[config.mk]
export PLATFORM = sky130hd
export DESIGN_NAME = pe_feeder
export DESIGN_NICKNAME = d
export VERILOG_FILES = /design/src/rtl/pe_pkg.sv /design/src/rtl/feeder_buf.sv /design/src/rtl/pe_feeder.sv
export SDC_FILE = /design/constraint.sdc
export NUM_CORES = 1
export LEC_CHECK = 0
export CAP_MARGIN = 20
export CORE_MARGIN = 2
export CORE_UTILIZATION = 45
export DETAILED_ROUTE_END_ITERATION = 12
export PLACE_DENSITY_LB_ADDON = 0.12
export SETUP_SLACK_MARGIN = 0.3
export SLEW_MARGIN = 30
export SYNTH_ARGS = -nofsm -noshare
export SYNTH_HDL_FRONTEND = slang
export SYNTH_SLANG_ARGS = --single-unit
[constraint.sdc]
create_clock -name clk -period 3.62 [get_ports clk]
set_input_delay 0.362 -clock clk [delete_from_list [all_inputs] [get_ports clk]]
set_output_delay 0.362 -clock clk [all_outputs]
set_load 0.05 [all_outputs]
[src/rtl/pe_pkg.sv]
`timescale 1ns/1ps
// Shared types and default sizes for the PE feeder: FSM state encoding and buffer depths.
package pe_pkg;

    localparam int DATA_WIDTH_DEF  = 16;
    localparam int KERNEL_SIZE_DEF = 3;
    localparam int ACT_SIZE_DEF    = 5;
    localparam int W_WORDS         = KERNEL_SIZE_DEF * KERNEL_SIZE_DEF;
    localparam int A_WORDS         = ACT_SIZE_DEF * ACT_SIZE_DEF;

    typedef enum logic [3:0] {
        ST_IDLE,
        ST_LW,
        ST_WLW,
        ST_GAP1,
        ST_LA,
        ST_WLA,
        ST_GAP2,
        ST_START,
        ST_WC,
        ST_PUSH,
        ST_GAP3,
        ST_FIN
    } state_t;

    function automatic int sq(input int n);
        return n * n;
    endfunction

endpackage

[src/rtl/feeder_buf.sv]
`timescale 1ns/1ps
// Single-write, single-read register file with a registered read port that reads zero when idle.
module feeder_buf
    import pe_pkg::*;
#(
    parameter int DATA_WIDTH = DATA_WIDTH_DEF,
    parameter int DEPTH      = W_WORDS,
    parameter int AW         = $clog2(DEPTH)
) (
    input  logic                  clk,
    input  logic                  reset,
    input  logic                  wr_en,
    input  logic [7:0]            wr_addr,
    input  logic [DATA_WIDTH-1:0] wr_data,
    input  logic                  rd_en,
    input  logic [AW-1:0]         rd_addr,
    output logic [DATA_WIDTH-1:0] rd_data
);

    logic [DATA_WIDTH-1:0] mem [DEPTH];

    // NOTE: the storage array has no reset; contents must survive a reset so a later go re-streams them.
    always_ff @(posedge clk) begin
        if (wr_en && (int'(wr_addr) < DEPTH)) begin
            mem[wr_addr[AW-1:0]] <= wr_data;
        end
    end

    // NOTE: sequential state uses non-blocking assignments so every register samples pre-edge values.
    always_ff @(posedge clk or negedge reset) begin
        if (!reset) begin
            rd_data <= '0;
        end else if (rd_en) begin
            rd_data <= mem[rd_addr];
        end else begin
            rd_data <= '0;
        end
    end

endmodule

[src/rtl/pe_feeder.sv]
`timescale 1ns/1ps
// Host-side driver for one PE: buffers kernel and activation tile, streams them, runs NUM_OUTPUTS rounds.
// Optional watchdog on the wait states is enabled with `define PE_FEEDER_TIMEOUT_EN (adds port err).
module pe_feeder
    import pe_pkg::*;
#(
    parameter int DATA_WIDTH     = DATA_WIDTH_DEF,
    parameter int KERNEL_SIZE    = KERNEL_SIZE_DEF,
    parameter int ACT_SIZE       = ACT_SIZE_DEF,
    parameter int NUM_OUTPUTS    = 3,
    parameter int TIMEOUT_CYCLES = 255
) (
    input  logic                  clk,
    input  logic                  reset,
    input  logic                  wr_en,
    input  logic                  wr_sel,
    input  logic [7:0]            wr_addr,
    input  logic [DATA_WIDTH-1:0] wr_data,
    input  logic                  go,
    output logic                  busy,
    output logic                  done,
    output logic                  res_valid,
    input  logic                  res_ready,
    output logic [DATA_WIDTH-1:0] res_data,
    output logic [7:0]            res_idx,
    output logic [DATA_WIDTH-1:0] filt_out,
    output logic [DATA_WIDTH-1:0] act_out,
    output logic                  load_en_wght,
    output logic                  load_en_act,
    output logic                  start,
`ifdef PE_FEEDER_TIMEOUT_EN
    output logic                  err,
`endif
    input  logic [DATA_WIDTH-1:0] pe_out,
    input  logic                  compute_done,
    input  logic                  load_done
);

    localparam int W_N  = sq(KERNEL_SIZE);
    localparam int A_N  = sq(ACT_SIZE);
    localparam int W_AW = $clog2(W_N);
    localparam int A_AW = $clog2(A_N);

    state_t            state;
    logic [7:0]        ld_cnt;
    logic [7:0]        round;
    logic              w_rd_en;
    logic              a_rd_en;
    logic [W_AW-1:0]   w_rd_addr;
    logic [A_AW-1:0]   a_rd_addr;

    // Reads are issued one cycle ahead so the registered buffer output lines up with the strobe.
    // NOTE: every always_comb output gets a default first, so no path leaves it unassigned (no latch).
    always_comb begin
        w_rd_en   = 1'b0;
        w_rd_addr = '0;
        a_rd_en   = 1'b0;
        a_rd_addr = '0;
        case (state)
            ST_IDLE: w_rd_en = go;
            ST_LW: begin
                if (ld_cnt != 8'(W_N - 1)) begin
                    w_rd_en   = 1'b1;
                    w_rd_addr = W_AW'(ld_cnt + 8'd1);
                end
            end
            ST_GAP1: a_rd_en = 1'b1;
            ST_LA: begin
                if (ld_cnt != 8'(A_N - 1)) begin
                    a_rd_en   = 1'b1;
                    a_rd_addr = A_AW'(ld_cnt + 8'd1);
                end
            end
            default: ;
        endcase
    end

    feeder_buf #(.DATA_WIDTH(DATA_WIDTH), .DEPTH(W_N), .AW(W_AW)) u_wbuf (
        .clk     (clk),
        .reset   (reset),
        .wr_en   (wr_en && !wr_sel && (state == ST_IDLE)),
        .wr_addr (wr_addr),
        .wr_data (wr_data),
        .rd_en   (w_rd_en),
        .rd_addr (w_rd_addr),
        .rd_data (filt_out)
    );

    feeder_buf #(.DATA_WIDTH(DATA_WIDTH), .DEPTH(A_N), .AW(A_AW)) u_abuf (
        .clk     (clk),
        .reset   (reset),
        .wr_en   (wr_en && wr_sel && (state == ST_IDLE)),
        .wr_addr (wr_addr),
        .wr_data (wr_data),
        .rd_en   (a_rd_en),
        .rd_addr (a_rd_addr),
        .rd_data (act_out)
    );

`ifdef PE_FEEDER_TIMEOUT_EN
    localparam int WD_W = $clog2(TIMEOUT_CYCLES + 1);
    logic [WD_W-1:0] wd_cnt;
    logic            in_wait;
    logic            wait_exit;
    logic            wd_hit;

    assign in_wait   = (state == ST_WLW) || (state == ST_WLA) || (state == ST_WC);
    assign wait_exit = (((state == ST_WLW) || (state == ST_WLA)) && load_done) ||
                       ((state == ST_WC) && compute_done);
    assign wd_hit    = in_wait && !wait_exit && (wd_cnt == WD_W'(TIMEOUT_CYCLES - 1));

    // Restarts from zero on every entry into a wait state, since wait states are never adjacent.
    always_ff @(posedge clk or negedge reset) begin
        if (!reset) begin
            wd_cnt <= '0;
        end else if (in_wait) begin
            wd_cnt <= wd_cnt + WD_W'(1);
        end else begin
            wd_cnt <= '0;
        end
    end
`else
    logic unused_timeout;
    assign unused_timeout = ^TIMEOUT_CYCLES;
`endif

    always_ff @(posedge clk or negedge reset) begin
        if (!reset) begin
            state        <= ST_IDLE;
            ld_cnt       <= '0;
            round        <= '0;
            busy         <= 1'b0;
            done         <= 1'b0;
            res_valid    <= 1'b0;
            res_data     <= '0;
            res_idx      <= '0;
            load_en_wght <= 1'b0;
            load_en_act  <= 1'b0;
            start        <= 1'b0;
`ifdef PE_FEEDER_TIMEOUT_EN
            err          <= 1'b0;
`endif
        end else begin
            load_en_wght <= 1'b0;
            load_en_act  <= 1'b0;
            start        <= 1'b0;
            done         <= 1'b0;
            case (state)
                ST_IDLE: begin
                    if (go) begin
                        state        <= ST_LW;
                        busy         <= 1'b1;
                        ld_cnt       <= '0;
                        round        <= '0;
                        load_en_wght <= 1'b1;
`ifdef PE_FEEDER_TIMEOUT_EN
                        err          <= 1'b0;
`endif
                    end
                end
                ST_LW: begin
                    if (ld_cnt == 8'(W_N - 1)) begin
                        state  <= ST_WLW;
                        ld_cnt <= '0;
                    end else begin
                        ld_cnt <= ld_cnt + 8'd1;
                    end
                end
                ST_WLW: if (load_done) state <= ST_GAP1;
                ST_GAP1: begin
                    state       <= ST_LA;
                    load_en_act <= 1'b1;
                end
                ST_LA: begin
                    if (ld_cnt == 8'(A_N - 1)) begin
                        state  <= ST_WLA;
                        ld_cnt <= '0;
                    end else begin
                        ld_cnt <= ld_cnt + 8'd1;
                    end
                end
                ST_WLA: if (load_done) state <= ST_GAP2;
                ST_GAP2: begin
                    state <= ST_START;
                    start <= 1'b1;
                end
                ST_START: state <= ST_WC;
                ST_WC: begin
                    if (compute_done) begin
                        res_data  <= pe_out;
                        res_idx   <= round;
                        res_valid <= 1'b1;
                        state     <= ST_PUSH;
                    end
                end
                ST_PUSH: begin
                    if (res_ready) begin
                        res_valid <= 1'b0;
                        state     <= ST_GAP3;
                    end
                end
                ST_GAP3: begin
                    if (round == 8'(NUM_OUTPUTS - 1)) begin
                        state <= ST_FIN;
                        done  <= 1'b1;
                        busy  <= 1'b0;
                    end else begin
                        round <= round + 8'd1;
                        state <= ST_START;
                        start <= 1'b1;
                    end
                end
                ST_FIN: state <= ST_IDLE;
                default: state <= ST_IDLE;
            endcase
`ifdef PE_FEEDER_TIMEOUT_EN
            // Later assignment overrides the wait-state branch above when the watchdog expires.
            if (wd_hit) begin
                state <= ST_FIN;
                done  <= 1'b1;
                busy  <= 1'b0;
                err   <= 1'b1;
            end
`endif
        end
    end

endmodule

==> metrics.md <==
| Metric | Value |
|---|---|
| Status | complete, no violations |
| R2R Path End | u_abuf.rd_data[3] |
| Pwr/cell area | ~740 mW/mm^2 |
| Core area | around 0.055 sq mm |
| Nets | 1913 |
| IO Pins | 110 |
| DP HPWL | roughly 43 mm |
| Post-Syn Area | between 0.02 and 0.03 sq mm |
| Largest net degree at the start of global routing | between 100 and 150 |
| Area added between synthesis and finish | 18.8% |
| F_max | approximately 310 MHz |
| # rows | 86 |
| Maximum VDD drop | about 0.45 mV |
| Worst Max-Slew Pin Slew | just under 1 ns |
| Syn_area_per_cell | about 15 sq um |
| Drt total wl | around 69 mm |
| # diodes | 0 |
| All-Layer GR Usage | 0.238 |
| Min cycle time layout | 3.22 ns |
| Synth Register Bits | 626 |
| Post-synth top flop | edfxtp_1 |
| Vias per cell | 5.81 |
| Synth Instances | approximately 1.7k |
| Crit path capture | u_abuf.rd_data[3] |
| Vias | 15.5k |
| Cell taking the most area after synthesis | edfxtp_1 |
| Initial core utilization | 0.457 |
| Final core utilization | 0.543 |
| Routed wire per std cell | around 26 microns |
| WS Path Type | flip-flop to flip-flop |
| R2r startpoint | ld_cnt[0] |
| Initial antenna violation count | 1 |
| Ys async rst share | 0.131 |
| DIE HEIGHT | between 200 and 250 microns |
| Clock root buffer | clkbuf_16 |
| RSZ-0062 raised after global routing | true |
| Die area | slightly below 0.06 sq mm |
| First-pass GRT wire length | 99.6 mm |
| Max-Slew Margin vs Limit | 0.341 |
| Synth Warn # | 0 |
| Post-synth EDFFs | between 500 and 600 |
| CTS tree | built |
| Top-area cell type share of the netlist area | 0.646 |
| IO Port Bufs | around 110 |
| Reg area | about 0.018 sq mm |
| Initial DRC count | 1657 |
| Clock latency on the worst-skew pair | around 0.60 ns |
| Share of cells above drive strength 1 | 0.158 |
| CP required | just over 4 ns |
| Synth cell types | 72 |
| Min-Delay Path Class | primary input to flip-flop |
| Setup TNS | 0 ns |
| Die width | between 200 and 250 microns |
| Reg2Reg Depth | 9 |
| Most frequent cell after synthesis | edfxtp_1 |
| Max Transition Viols Final | 0 |
| Setup crit start | ld_cnt[0] |
| Worst Clk Skew | between 0.02 and 0.025 ns |
| MaxCap Viol Count | 0 |
| H-tree Lvls | 3 |
| Synth cell count leaders | edfxtp_1, mux2i_1, nand2_1, nor2_1, o21ai_0 |
| Sequential share of the synthesized area | 0.727 |
| Leak | 10.1 nW |
| Startpoint types | flip-flop |
| R2R Setup Slk | between 0.4 and 0.5 ns |
| Final hold violation count | 0 |
| Clock sink count | 626 |
| Syn Nets | between 1.5k and 2k |
| # DRC | 0 |
| Filler instances | 4615 |
| Overflow after GRT | 0 |
| Nature of the critical path endpoint | flip-flop |
| Clock Path Buffers | 3 |
| Vias in the first global route | between 15k and 20k |
| Number of CTS-inserted buffers | 68 |
| DRT antenna net count | 0 |
| Worst-path clk slew | around 0.060 ns |
| Top post-synthesis cells by area | edfxtp_1, dfrtp_1, mux2i_1, mux2_2, a211oi_1 |
| Endpoints failing setup | 0 |
| Final Wtd Congestion | 0.867 |
| Arr. time, crit path | 3.69 ns |
| Fin crit share | 0.889 |
| CP Max Fanout | 24 |
| Drt pass-1 iters | 6 |
| Area of the multi-input gates | about 0.0064 sq mm |
==> metal layers <==
metal  GRT usage  share of wire  up-vias
li1            -              -     6943
met1       0.330           0.43     7803
met2       0.375           0.47      584
met3      0.0504          0.071      119
met4      0.0845          0.033        2
met5           0        0.00017        -
==> metrics by stage <==
stage | instance area [sq um] | cells | setup WS [ns] | hold WS (ns) | power (mW)
after detailed placement | 27800 | 2531 | 0.149 | 0.483 | 15.6
after global routing | 30000 | 2660 | 0.255 | 0.374 | 23.2
after global placement | 27800 | 2531 | 0.135 | 0.474 | 15.6
after CTS | 30000 | 2653 | 0.322 | 0.358 | 22.4
after floorplan | 25300 | 1670 | 0.419 | 0.0664 | 13.0
final | 30000 | 2660 | 0.402 | 0.387 | 22.3
==> kinds of logic (layout without fill, tap and decap cells) <==
family	after synthesis	count (layout)	synth area share
buf+inv	124	366	0.0234
xor+xnor	11	11	0.00381
compound gates	398	398	0.107
flops	626	626	0.727
simple gates	337	337	0.0654
mux	170	170	0.0714
fa+ha+maj	4	4	0.00198
==> flip-flops by register name (all words and copies together) (netlist names) <==
signal          cells
load_en_act         1
round               8
res_valid           1
busy                1
done                1
u_abuf.rd_data     16
u_abuf.mem        400
u_wbuf.mem        144
load_en_wght        1
ld_cnt              8
state               4
res_data           16
u_wbuf.rd_data     16
res_idx             8
start               1
==> power by group <==
group / total, mW / internal (mW) / switching, mW
sequential: 8.43 / 8.16 / 0.273
clock: 6.76 / 4.06 / 2.70
combinational: 7.15 / 2.45 / 4.71
total: 22.3 / 14.7 / 7.68
==> critical path, stage by stage (launching register included) <==
cell	delay [ns]
dfrtp_4	0.61
inv_1	0.13
ha_2	0.19
nand3b_1	0.34
o211ai_2	0.26
buf_4	0.35
nand2_1	0.42
o22ai_1	0.23
nor2_1	0.15
nor4_1	0.39
==> how the worst min path moves through the flow <==
stage / start / endpoint / slack, ns / depth (start not counted)
after floorplan: reset / busy / 0.07 / 0
after global placement: res_idx[0] / res_idx[0] / 0.47 / 2
after detailed placement: res_idx[0] / res_idx[0] / 0.48 / 2
after CTS: pe_out[12] / res_data[12] / 0.36 / 2
after global routing: pe_out[1] / res_data[1] / 0.37 / 2
final: pe_out[7] / res_data[7] / 0.39 / 2
==> layout by cell type (no fill, tap or decap), types with 12 or more instances in the layout <==
cell and instances:
a211o_1 12, a211oi_1 61, a21oi_1 63, a221oi_1 32
and2_1 14, buf_4 116, clkbuf_1 22, clkbuf_16 73
clkdlybuf4s50_1 108, dfrtp_1 81, edfxtp_1 544, inv_1 13
mux2_2 54, mux2i_1 113, nand2_1 106, nand3_1 35
nor2_1 90, nor2b_1 16, nor3_1 21, o211ai_1 19
o21ai_0 90, o221ai_1 18, o22ai_1 36
==> cell type report <==
| cell class | instances | share of cell area |
|---|---|---|
| Clock buffer | 100 | 0.0659 |
| Clock inverter | 21 | 0.00658 |
| Inverter | 15 | 0.00200 |
| Multi-Input combinational cell | 920 | 0.214 |
| Sequential cell | 626 | 0.612 |
| Tap cell | 748 | 0.0312 |
| Timing Repair Buffer | 229 | 0.0677 |
| Timing Repair inverter | 1 | 0.000250 |
==> what timing repair did <==
item / 4_1_cts / 5_1_grt
gates cloned: 0 / 1
pin swaps: 0 / 2
gates resized for setup: 2 / 8
hold buffers: 1 / 0
endpoints found under the hold margin: 60 / 0
setup buffers: 0 / 6
setup endpoints to repair: 2 / 14
No activity file was read; power rests on OpenSTA's default activity.
